### config.mk
export PLATFORM = sky130hd
export DESIGN_NAME = pipeline_run_ctrl_flat
export DESIGN_NICKNAME = d
export VERILOG_FILES = /design/src/rtl/pipeline_run_ctrl_if.sv /design/src/rtl/pipeline_run_ctrl.sv /design/src/flat_wrapper.sv
export SDC_FILE = /design/constraint.sdc
export NUM_CORES = 1
export LEC_CHECK = 0
export ABC_AREA = 0
export CELL_PAD_IN_SITES_DETAIL_PLACEMENT = 1
export CELL_PAD_IN_SITES_GLOBAL_PLACEMENT = 1
export CORE_MARGIN = 4
export CORE_UTILIZATION = 40
export DETAILED_ROUTE_END_ITERATION = 16
export HOLD_SLACK_MARGIN = 0.15
export PLACE_DENSITY = 0.84
export SLEW_MARGIN = 10
export SYNTH_ARGS = -nofsm -noshare
export SYNTH_HDL_FRONTEND = slang
export SYNTH_SLANG_ARGS = --single-unit
### constraint.sdc
create_clock -name clk -period 3.5 [get_ports clk]
set_input_delay 0.7 -clock clk [delete_from_list [all_inputs] [get_ports clk]]
set_output_delay 0.7 -clock clk [all_outputs]
set_load 0.005 [all_outputs]
### src/rtl/pipeline_run_ctrl_if.sv
// Injection, fetch and retire signals between the run controller and its
// surroundings. The master side is the bench/core; the slave side is the controller.
interface pipeline_run_ctrl_if #(
  parameter int INSTR_W = 32
);
  logic               inj_valid;
  logic [INSTR_W-1:0] inj_instr;
  logic               inj_ready;
  logic [INSTR_W-1:0] imem_instr;
  logic [INSTR_W-1:0] fetch_instr;
  logic               fetch_from_inj;
  logic               retire_valid;
  logic [INSTR_W-1:0] retire_instr;

  modport master (
    output inj_valid, inj_instr, imem_instr, retire_valid, retire_instr,
    input  inj_ready, fetch_instr, fetch_from_inj
  );

  modport slave (
    input  inj_valid, inj_instr, imem_instr, retire_valid, retire_instr,
    output inj_ready, fetch_instr, fetch_from_inj
  );
endinterface

### src/rtl/pipeline_run_ctrl.sv
// Run controller: sequences core reset, runs the core for a bounded number of
// cycles, drains the pipeline and feeds injected instructions into fetch.
module pipeline_run_ctrl #(
  parameter int                 RESET_CYCLES = 2,
  parameter int                 MAX_CYCLES   = 8,
  parameter int                 PIPE_DEPTH   = 5,
  parameter int                 INJECT_DEPTH = 4,
  parameter int                 INSTR_W      = 32,
  parameter int                 CNT_W        = 32,
  parameter logic [INSTR_W-1:0] HALT_INSTR   = 32'hFFFF_FFFF,
  parameter logic [INSTR_W-1:0] NOP_INSTR    = 32'h0000_0000
) (
  input  logic                   clk,
  input  logic                   reset,
  input  logic                   start,
  input  logic                   stop,
  pipeline_run_ctrl_if.slave     bus,
  output logic                   core_reset,
  output logic                   core_en,
  output logic                   busy,
  output logic                   halted,
  output logic [1:0]             done_reason,
  output logic [CNT_W-1:0]       cycle_count,
  output logic [CNT_W-1:0]       retire_count
);

  localparam int PTR_W  = $clog2(INJECT_DEPTH);
  localparam int OCC_W  = PTR_W + 1;
  localparam int PH_MAX = (RESET_CYCLES > PIPE_DEPTH) ? RESET_CYCLES : PIPE_DEPTH;
  localparam int PH_W   = (PH_MAX > 1) ? $clog2(PH_MAX) : 1;

  localparam logic [PH_W-1:0]  RST_LOAD   = PH_W'(RESET_CYCLES - 1);
  localparam logic [PH_W-1:0]  DRAIN_LOAD = PH_W'(PIPE_DEPTH - 1);
  localparam logic [CNT_W-1:0] LIMIT_LAST = CNT_W'((MAX_CYCLES == 0) ? 0 : MAX_CYCLES - 1);
  localparam logic [OCC_W-1:0] OCC_FULL   = OCC_W'(INJECT_DEPTH);

  localparam logic [1:0] REASON_NONE  = 2'b00;
  localparam logic [1:0] REASON_LIMIT = 2'b01;
  localparam logic [1:0] REASON_HALT  = 2'b10;
  localparam logic [1:0] REASON_STOP  = 2'b11;

  typedef enum logic [2:0] {
    ST_IDLE,
    ST_RSTHOLD,
    ST_RUN,
    ST_DRAIN,
    ST_HALTED
  } state_t;

  state_t             state_reg, state_next;
  logic [PH_W-1:0]    phase_reg, phase_next;
  logic [CNT_W-1:0]   cycle_count_reg, cycle_count_next;
  logic [CNT_W-1:0]   retire_count_reg, retire_count_next;
  logic [1:0]         reason_reg, reason_next;
  logic               core_reset_reg, core_en_reg, busy_reg, halted_reg;

  logic [INSTR_W-1:0] fifo_mem [INJECT_DEPTH];
  logic [PTR_W-1:0]   wr_ptr_reg, rd_ptr_reg;
  logic [OCC_W-1:0]   occ_reg;
  logic               fifo_empty, push, pop;
  logic               halt_seen, limit_hit;

  function automatic logic [CNT_W-1:0] sat_inc(input logic [CNT_W-1:0] v);
    return (&v) ? v : v + 1'b1;
  endfunction

  assign fifo_empty    = (occ_reg == '0);
  assign bus.inj_ready = (occ_reg < OCC_FULL);
  assign push          = bus.inj_valid && bus.inj_ready;
  assign pop           = (state_reg == ST_RUN) && !fifo_empty;
  assign halt_seen     = bus.retire_valid && (bus.retire_instr == HALT_INSTR);
  assign limit_hit     = (MAX_CYCLES != 0) && (cycle_count_reg == LIMIT_LAST);

  always_comb begin
    state_next        = state_reg;
    phase_next        = phase_reg;
    cycle_count_next  = cycle_count_reg;
    retire_count_next = retire_count_reg;
    reason_next       = reason_reg;

    case (state_reg)
      ST_IDLE, ST_HALTED: begin
        if (start) begin
          state_next        = ST_RSTHOLD;
          phase_next        = RST_LOAD;
          cycle_count_next  = '0;
          retire_count_next = '0;
          reason_next       = REASON_NONE;
        end
      end
      ST_RSTHOLD: begin
        if (phase_reg == '0) begin
          state_next = ST_RUN;
        end else begin
          phase_next = phase_reg - 1'b1;
        end
      end
      ST_RUN: begin
        cycle_count_next = sat_inc(cycle_count_reg);
        // Exit priority: stop, then halt retirement, then cycle budget.
        if (stop || halt_seen || limit_hit) begin
          state_next = ST_DRAIN;
          phase_next = DRAIN_LOAD;
          if (stop) begin
            reason_next = REASON_STOP;
          end else if (halt_seen) begin
            reason_next = REASON_HALT;
          end else begin
            reason_next = REASON_LIMIT;
          end
        end
      end
      ST_DRAIN: begin
        if (phase_reg == '0) begin
          state_next = ST_HALTED;
        end else begin
          phase_next = phase_reg - 1'b1;
        end
      end
      default: state_next = ST_IDLE;
    endcase

    if (((state_reg == ST_RUN) || (state_reg == ST_DRAIN)) && bus.retire_valid) begin
      retire_count_next = sat_inc(retire_count_reg);
    end
  end

  // Status outputs are registered from the next state so they line up with it.
  always_ff @(posedge clk) begin
    if (reset) begin
      state_reg        <= ST_IDLE;
      phase_reg        <= '0;
      cycle_count_reg  <= '0;
      retire_count_reg <= '0;
      reason_reg       <= REASON_NONE;
      core_reset_reg   <= 1'b1;
      core_en_reg      <= 1'b0;
      busy_reg         <= 1'b0;
      halted_reg       <= 1'b0;
    end else begin
      state_reg        <= state_next;
      phase_reg        <= phase_next;
      cycle_count_reg  <= cycle_count_next;
      retire_count_reg <= retire_count_next;
      reason_reg       <= reason_next;
      core_reset_reg   <= (state_next == ST_IDLE) || (state_next == ST_RSTHOLD);
      core_en_reg      <= (state_next == ST_RUN) || (state_next == ST_DRAIN);
      busy_reg         <= (state_next != ST_IDLE) && (state_next != ST_HALTED);
      halted_reg       <= (state_next == ST_HALTED);
    end
  end

  always_ff @(posedge clk) begin
    if (reset) begin
      wr_ptr_reg <= '0;
      rd_ptr_reg <= '0;
      occ_reg    <= '0;
    end else begin
      if (push) begin
        wr_ptr_reg <= wr_ptr_reg + 1'b1;
      end
      if (pop) begin
        rd_ptr_reg <= rd_ptr_reg + 1'b1;
      end
      case ({push, pop})
        2'b10:   occ_reg <= occ_reg + 1'b1;
        2'b01:   occ_reg <= occ_reg - 1'b1;
        default: occ_reg <= occ_reg;
      endcase
    end
  end

  always_ff @(posedge clk) begin
    if (push) begin
      fifo_mem[wr_ptr_reg] <= bus.inj_instr;
    end
  end

  always_comb begin
    bus.fetch_instr    = bus.imem_instr;
    bus.fetch_from_inj = 1'b0;
    if (state_reg == ST_RUN && !fifo_empty) begin
      bus.fetch_instr    = fifo_mem[rd_ptr_reg];
      bus.fetch_from_inj = 1'b1;
    end else if (state_reg == ST_DRAIN) begin
      bus.fetch_instr    = NOP_INSTR;
    end
  end

  assign core_reset   = core_reset_reg;
  assign core_en      = core_en_reg;
  assign busy         = busy_reg;
  assign halted       = halted_reg;
  assign done_reason  = reason_reg;
  assign cycle_count  = cycle_count_reg;
  assign retire_count = retire_count_reg;

endmodule

### src/flat_wrapper.sv
// flat-port wrapper written by rule: the top's interface ports become plain ports
module pipeline_run_ctrl_flat 
#(
  parameter int                 RESET_CYCLES = 2,
  parameter int                 MAX_CYCLES   = 8,
  parameter int                 PIPE_DEPTH   = 5,
  parameter int                 INJECT_DEPTH = 4,
  parameter int                 INSTR_W      = 32,
  parameter int                 CNT_W        = 32,
  parameter logic [INSTR_W-1:0] HALT_INSTR   = 32'hFFFF_FFFF,
  parameter logic [INSTR_W-1:0] NOP_INSTR    = 32'h0000_0000
)
  (clk, reset, start, stop, core_reset, core_en, busy, halted, done_reason, cycle_count, retire_count, bus_inj_valid, bus_inj_instr, bus_imem_instr, bus_retire_valid, bus_retire_instr, bus_inj_ready, bus_fetch_instr, bus_fetch_from_inj);
  pipeline_run_ctrl_if #(.INSTR_W(INSTR_W)) bus_i ();
  input  logic clk;
  input  logic reset;
  input  logic start;
  input  logic stop;
  output logic core_reset;
  output logic core_en;
  output logic busy;
  output logic halted;
  output logic [1:0] done_reason;
  output logic [CNT_W-1:0] cycle_count;
  output logic [CNT_W-1:0] retire_count;
  input wire logic [$bits(bus_i.inj_valid)-1:0] bus_inj_valid;
  input wire logic [$bits(bus_i.inj_instr)-1:0] bus_inj_instr;
  input wire logic [$bits(bus_i.imem_instr)-1:0] bus_imem_instr;
  input wire logic [$bits(bus_i.retire_valid)-1:0] bus_retire_valid;
  input wire logic [$bits(bus_i.retire_instr)-1:0] bus_retire_instr;
  output wire logic [$bits(bus_i.inj_ready)-1:0] bus_inj_ready;
  output wire logic [$bits(bus_i.fetch_instr)-1:0] bus_fetch_instr;
  output wire logic [$bits(bus_i.fetch_from_inj)-1:0] bus_fetch_from_inj;
  assign bus_i.inj_valid = bus_inj_valid;
  assign bus_i.inj_instr = bus_inj_instr;
  assign bus_i.imem_instr = bus_imem_instr;
  assign bus_i.retire_valid = bus_retire_valid;
  assign bus_i.retire_instr = bus_retire_instr;
  assign bus_inj_ready = bus_i.inj_ready;
  assign bus_fetch_instr = bus_i.fetch_instr;
  assign bus_fetch_from_inj = bus_i.fetch_from_inj;
  pipeline_run_ctrl #(.RESET_CYCLES(RESET_CYCLES), .MAX_CYCLES(MAX_CYCLES), .PIPE_DEPTH(PIPE_DEPTH), .INJECT_DEPTH(INJECT_DEPTH), .INSTR_W(INSTR_W), .CNT_W(CNT_W), .HALT_INSTR(HALT_INSTR), .NOP_INSTR(NOP_INSTR)) u_core (.clk(clk), .reset(reset), .start(start), .stop(stop), .bus(bus_i), .core_reset(core_reset), .core_en(core_en), .busy(busy), .halted(halted), .done_reason(done_reason), .cycle_count(cycle_count), .retire_count(retire_count));
endmodule
# Word level (Yosys, flattened, before mapping)
# Memory sizes are Yosys's and may differ from the RTL's. A register that Yosys moved wholly into a read port is not among the register bits.
# Cells that the tools add are included.
[op_classes] addsub=7 n_lt_le_gt_ge=1 n_eq_ne=18 muxes=28 n_reduce_logical=29
[op_table] operator="$mux W32" count=7
[op_table] operator="$add A32 B1 Y32 const B" count=2
[op_table] operator="$pmux W32 S2" count=1
[op_table] operator="$reduce_and A32 Y1" count=2
[op_table] operator="$eq A32 B3 Y1 const B" count=1
[op_table] operator="$eq A32 B32 Y1 const B" count=1
[op_table] operator="$mux W3" count=7
[op_table] operator="$eq A3 B2 Y1 const B" count=4
[op_table] operator="$logic_not A3 Y1" count=4
[op_table] operator="$mux W2" count=6
[op_table] operator="$pmux W3 S4" count=1
[op_table] operator="$pmux W3 S3" count=1
[op_table] operator="$reduce_and A3 Y1" count=3
[op_table] operator="$ne A2 B2 Y1 const B" count=4
[op_table] operator="$reduce_bool A2 Y1" count=4
[op_table] operator="$eq A3 B1 Y1 const B" count=2
[op_table] operator="$eq A3 B3 Y1 const B" count=2
[op_table] operator="$pmux W3 S2" count=1
[op_table] operator="$reduce_bool A3 Y1" count=2
[op_table] operator="$sub A3 B1 Y3 const B" count=2
[op_table] operator="$logic_and A1 B1 Y1" count=5
[op_table] operator="$logic_or A1 B1 Y1" count=5
[op_table] operator="$add A2 B1 Y2 const B" count=2
[op_table] operator="$pmux W2 S2" count=1
[op_table] operator="other kinds (10)" count=13
[word_totals] reg_bits=83 ramBits=128 word_cells=96 mem_count=1
[memory_table] name="u_core.fifo_mem" depth=4 word_bits=32 rd=1 rd_ports_with_merged_regs=1 wr=1 line_no="pipeline_run_ctrl.sv:57" text="logic [INSTR_W-1:0] fifo_mem [INJECT_DEPTH];"

# Depth between registers and ports, before layout
[logic_depth] word_depth=8 ltp_mapped=12 depth_no_buf=9

# Least setup slack after synthesis
# No wires, ideal clock.
[synth_timing] kind="flip-flop to flip-flop" from="reg u_core.state_reg[2]" to="reg u_core.occ_reg[2]" setup_ns=0.070 arrival_time_ns=2.734 required_time_ns=3.430 slack_ns=0.696 stages_incl_launch_ff=13 path_buffers=3 path_cell_list="dfxtp_1 > and2b_1 > nand2b_1 > buf_6 > a31oi_1 > clkbuf_1 > buf_2 > ha_1 > inv_1 > fa_1 > xor2_1 > or3_1 > a21oi_1"
[synth_between] elab_chain_cells=4
[synth_lines] item="from (decl)" line_no="pipeline_run_ctrl.sv:50" text="state_t state_reg, state_next;"
[synth_lines] item="from (signal assigned)" line_no="pipeline_run_ctrl.sv:141" text="state_reg <= state_next;"
[synth_lines] item="$eq A3 B2 Y1 *" line_no="pipeline_run_ctrl.sv:70" text="assign pop = (state_reg == ST_RUN) && !fifo_empty;"
[synth_lines] item="$logic_and A1 B1 Y1 *" line_no="pipeline_run_ctrl.sv:70"
[synth_lines] item="$eq A2 B1 Y1 / $eq A2 B2 Y1 (equally long branches)" line_no="pipeline_run_ctrl.sv:165" text="case ({push, pop})"
[synth_lines] item="$pmux W3 S2 / $reduce_bool A2 Y1 (equally long branches)"
[synth_lines] item="to (signal assigned)" line_no="pipeline_run_ctrl.sv:166" text="2'b10: occ_reg <= occ_reg + 1'b1;"
[synth_lines] item="to (signal assigned)" line_no="pipeline_run_ctrl.sv:167" text="2'b01: occ_reg <= occ_reg - 1'b1;"
[synth_lines] item="to (signal assigned)" line_no="pipeline_run_ctrl.sv:168" text="default: occ_reg <= occ_reg;"
[synth_lines] item="to (decl)" line_no="pipeline_run_ctrl.sv:59" text="logic [OCC_W-1:0] occ_reg;"
# Every way passes the cells marked *; elsewhere a longest branch is shown, timed or not.
# A chain may end at the register's enable or synchronous reset.

# Final worst setup path
[layout_timing] from="reg u_core.state_reg[2]" to="out bus_fetch_instr[24]"
[layout_between] elab_chain_cells=3
[layout_lines] item="$eq A3 B2 Y1, on equally long branches" line_no="pipeline_run_ctrl.sv:185, pipeline_run_ctrl.sv:182"
[layout_lines] item="$mux W32 / $logic_and A1 B1 Y1 (equally long branches)" line_no="pipeline_run_ctrl.sv:185, pipeline_run_ctrl.sv:182"
[layout_lines] item="$mux W32 *" line_no="pipeline_run_ctrl.sv:182" text="if (state_reg == ST_RUN && !fifo_empty) begin"
[layout_lines] item="to (decl)" line_no="flat_wrapper.sv:32" text="output wire logic [$bits(bus_i.fetch_instr)-1:0] bus_fetch_instr;"
# Marks and branches as above.

==> results.ini <==
[clock_tree]
cts.htree.levels = 1
cts_tree = done
cts_sinks = 213
numCtsBuffers = 24
clk_pin_slew_ns = 0.06
worstSkewPairLatency_ns = 0.52
cts_hold_buf = 0
ctsLongestPathBuffers = 3
clock-root-buffer = clkbuf_16

[timing]
worst_slew_pin_slew_ns = 0.920
period_share_pct = 95.4
period_minus_slack_ns = 3.34
skew_ns = 0.0285
rsz0062_at_grt = no
report.final.slew_viol_count = 0
relSlewSlack_pct = 38.5
clock.fmax_ghz = 0.299
finalSetupViolCount = 0
hold_viol = 0
setup_tns_ns = 0

[synth]
synth_edf_count = 128
async_flop_share_pct = 0
yosys.area.top_type = edfxtp_1
yosysTopAreaCellShare_pct = 40.3
synth_seq_area_share_pct = 58.2
syn_inst = 806
synth_nets = 918
synthTopCellsByArea = edfxtp_1 (40%), dfxtp_1 (18%), mux4_2 (7.6%), nand2_1 (3.9%), nor2_1 (3.2%)
synth_seq_cells = 213
synthFlopType = edfxtp_1
synth_area_per_cell_um2 = 11.8
netlist_area_um2 = 9530
ys_warn_count = 0
yosysUniqueCellTypes = 72

[die]
io_pins = 206
dieArea_um2 = 26300
floorplan.initialDensity_pct = 40.6
core_area_um2 = 23500
die_w_um = 162
dieHeight_um = 162
rows = 56

[setup_path]
start_kind = flop
required_ns = 2.80
path_cells = and2b_2 > nand2b_1 > a31oi_4 > clkbuf_16 > o21ai_0 > clkdlybuf4s50_1
critPathMaxStageDelay_ns = 0.59
crit_path_max_fanout = 34
critPathSlowestCell = clkdlybuf4s50_1
path_class = flop to primary output
critPathArrivalTime_ns = 2.64
crit_path_end_kind = primary output

[power_and_ir_drop]
p_sw_uw = 1440
vdd_drop_max_mv = 0.402
p_int_uw = 4630
power_density_nw_per_um2 = 477
power_frac_clock_pct = 39.7
power_leakage_uw = 0.00420
p_seq_share_pct = 46.6
switching_share_pct = 23.8
combPwrFrac_pct = 13.6

[routing]
vias = 7193
drt_wl_total_um = 26700
vias_per_cell = 5.33
wl_met2_um = 13300
drt_iter0_drc = 408
antenna_left = 0
drc_errors = 0
route.top_layer_used = met4
met1_length_um = 11200
wl_met3_um = 1460
first_pass_iters = 4
wire_per_inst_um = 19.8

[min_path]
hp-class = flop to flop

[finish]
finish.utilization_pct = 54.3
diodes = 0
largest_reg_flops = 128
area_growth_pct = 33.7
drive_gt1_share_pct = 10.8
fin_nets = 1124

[placed_design]
hpwl_um = 18100
port_buffers = 205
gp_congestion = 0.787

[grt]
grt_start_max_net_pins = 69
antenna_found_initial = 0
gr-usage-all-layers_pct = 19.5
grt_pass1_vias = 7602
grt_pass1_wl_um = 41500
grt-ovfl-total = 0

[run]
cap_viol_max_count = 0

[run_status]
status = finished, final reports clean

==> cell families after synthesis <==
family	Yosys count	share of synthesized area [%]
muxes	35	7.89
xor gates and xnor gates	48	4.41
buffers and inverters	58	2.94
DFF	213	58.2
and+or+nand+nor	313	16.4
adders and majority gates	10	1.39
AOI/OAI and AO/OA	129	8.75
==> layout by cell type, fill, tap and decap left out, types with 8 or more instances in the layout <==
master / n
buf_4: 11
nor2_1: 80
a21oi_1: 40
nand3_1: 21
and3_1: 14
mux4_2: 32
o21ai_0: 48
clkbuf_1: 8
dfxtp_1: 84
nor4_1: 12
clkdlybuf4s50_1: 205
edfxtp_1: 128
xor2_1: 14
nand4_1: 30
clkbuf_8: 8
nand2_1: 99
or3_1: 11
xnor2_1: 34
ha_1: 9
clkbuf_16: 26
inv_1: 17
==> area by class of cell <==
| class | count | area (um2) |
|---|---|---|
| Clock buffer | 40 | 741 |
| Clock inverter | 4 | 31.3 |
| Fill cell | 2475 | 10700 |
| Inverter | 17 | 63.8 |
| Multi-Input combinational cell | 535 | 3720 |
| Sequential cell | 213 | 5550 |
| Tap cell | 319 | 399 |
| Timing Repair Buffer | 221 | 2240 |
==> synth_stat cells (all sizes together) (9+ instances only) <==
cell type,count
xnor2,34
clkbuf,28
nor3,9
nor4,12
or3,11
o21ai,49
a21oi,42
mux4,32
dfxtp,85
xor2,14
edfxtp,128
inv,17
buf,13
nand3,23
nor2,80
ha,9
nand4,30
nand2,101
and3,15
==> metrics by stage <==
step                      setup slack (ns)  std cells  total power, uW  hold slack (ns)  cell area (um2)
after global routing               0.00779       1349             6360            0.533            12700
after CTS                           0.0606       1347             6140            0.501            12700
after detailed placement             0.471       1303             3710            0.487            11900
final                                0.159       1349             6080            0.489            12700
after global placement               0.466       1303             3680            0.465            11900
after floorplan                      0.696        806             3300            0.459             9530
==> per-layer routing <==
metal	track usage (%)	up-vias
met3	3.65	43
li1	-	3402
met2	33.9	169
met5	0	-
met4	4.81	0
met1	25.3	3579
==> worst paths after layout <==
kind / to / cells past startpoint / slack [ns] / from
max: bus_fetch_instr[24] / 6 / 0.16 / u_core.state_reg[2]
min: u_core.done_reason[1] / 2 / 0.49 / u_core.done_reason[1]
max reg2reg: u_core.occ_reg[2] / 10 / 0.75 / u_core.state_reg[2]
min reg2reg: u_core.done_reason[1] / 2 / 0.49 / u_core.done_reason[1]
==> power groups by stage <==
stage	combinational, uW	clock (uW)	sequential [uW]
floorplan	431	0	2870
global placement	797	0	2880
detailed placement	820	0	2890
CTS	827	2480	2840
global route	912	2600	2850
finish	828	2410	2830
==> worst max-delay path: cells and delay by family, from the launching register on <==
kind / cells / cell delay [ns]
AOI/OAI and AO/OA: 2 / 0.31
buffers and inverters: 2 / 0.84
DFF: 1 / 0.51
and+or+nand+nor: 2 / 0.46
==> timing repair <==
item | CTS | global route
resized for setup | 0 | 2
endpoints found under the setup margin | 0 | 20
setup buffers | 0 | 0
hold endpoints to repair | 0 | 0
No activity file was read; power rests on OpenSTA's default activity.
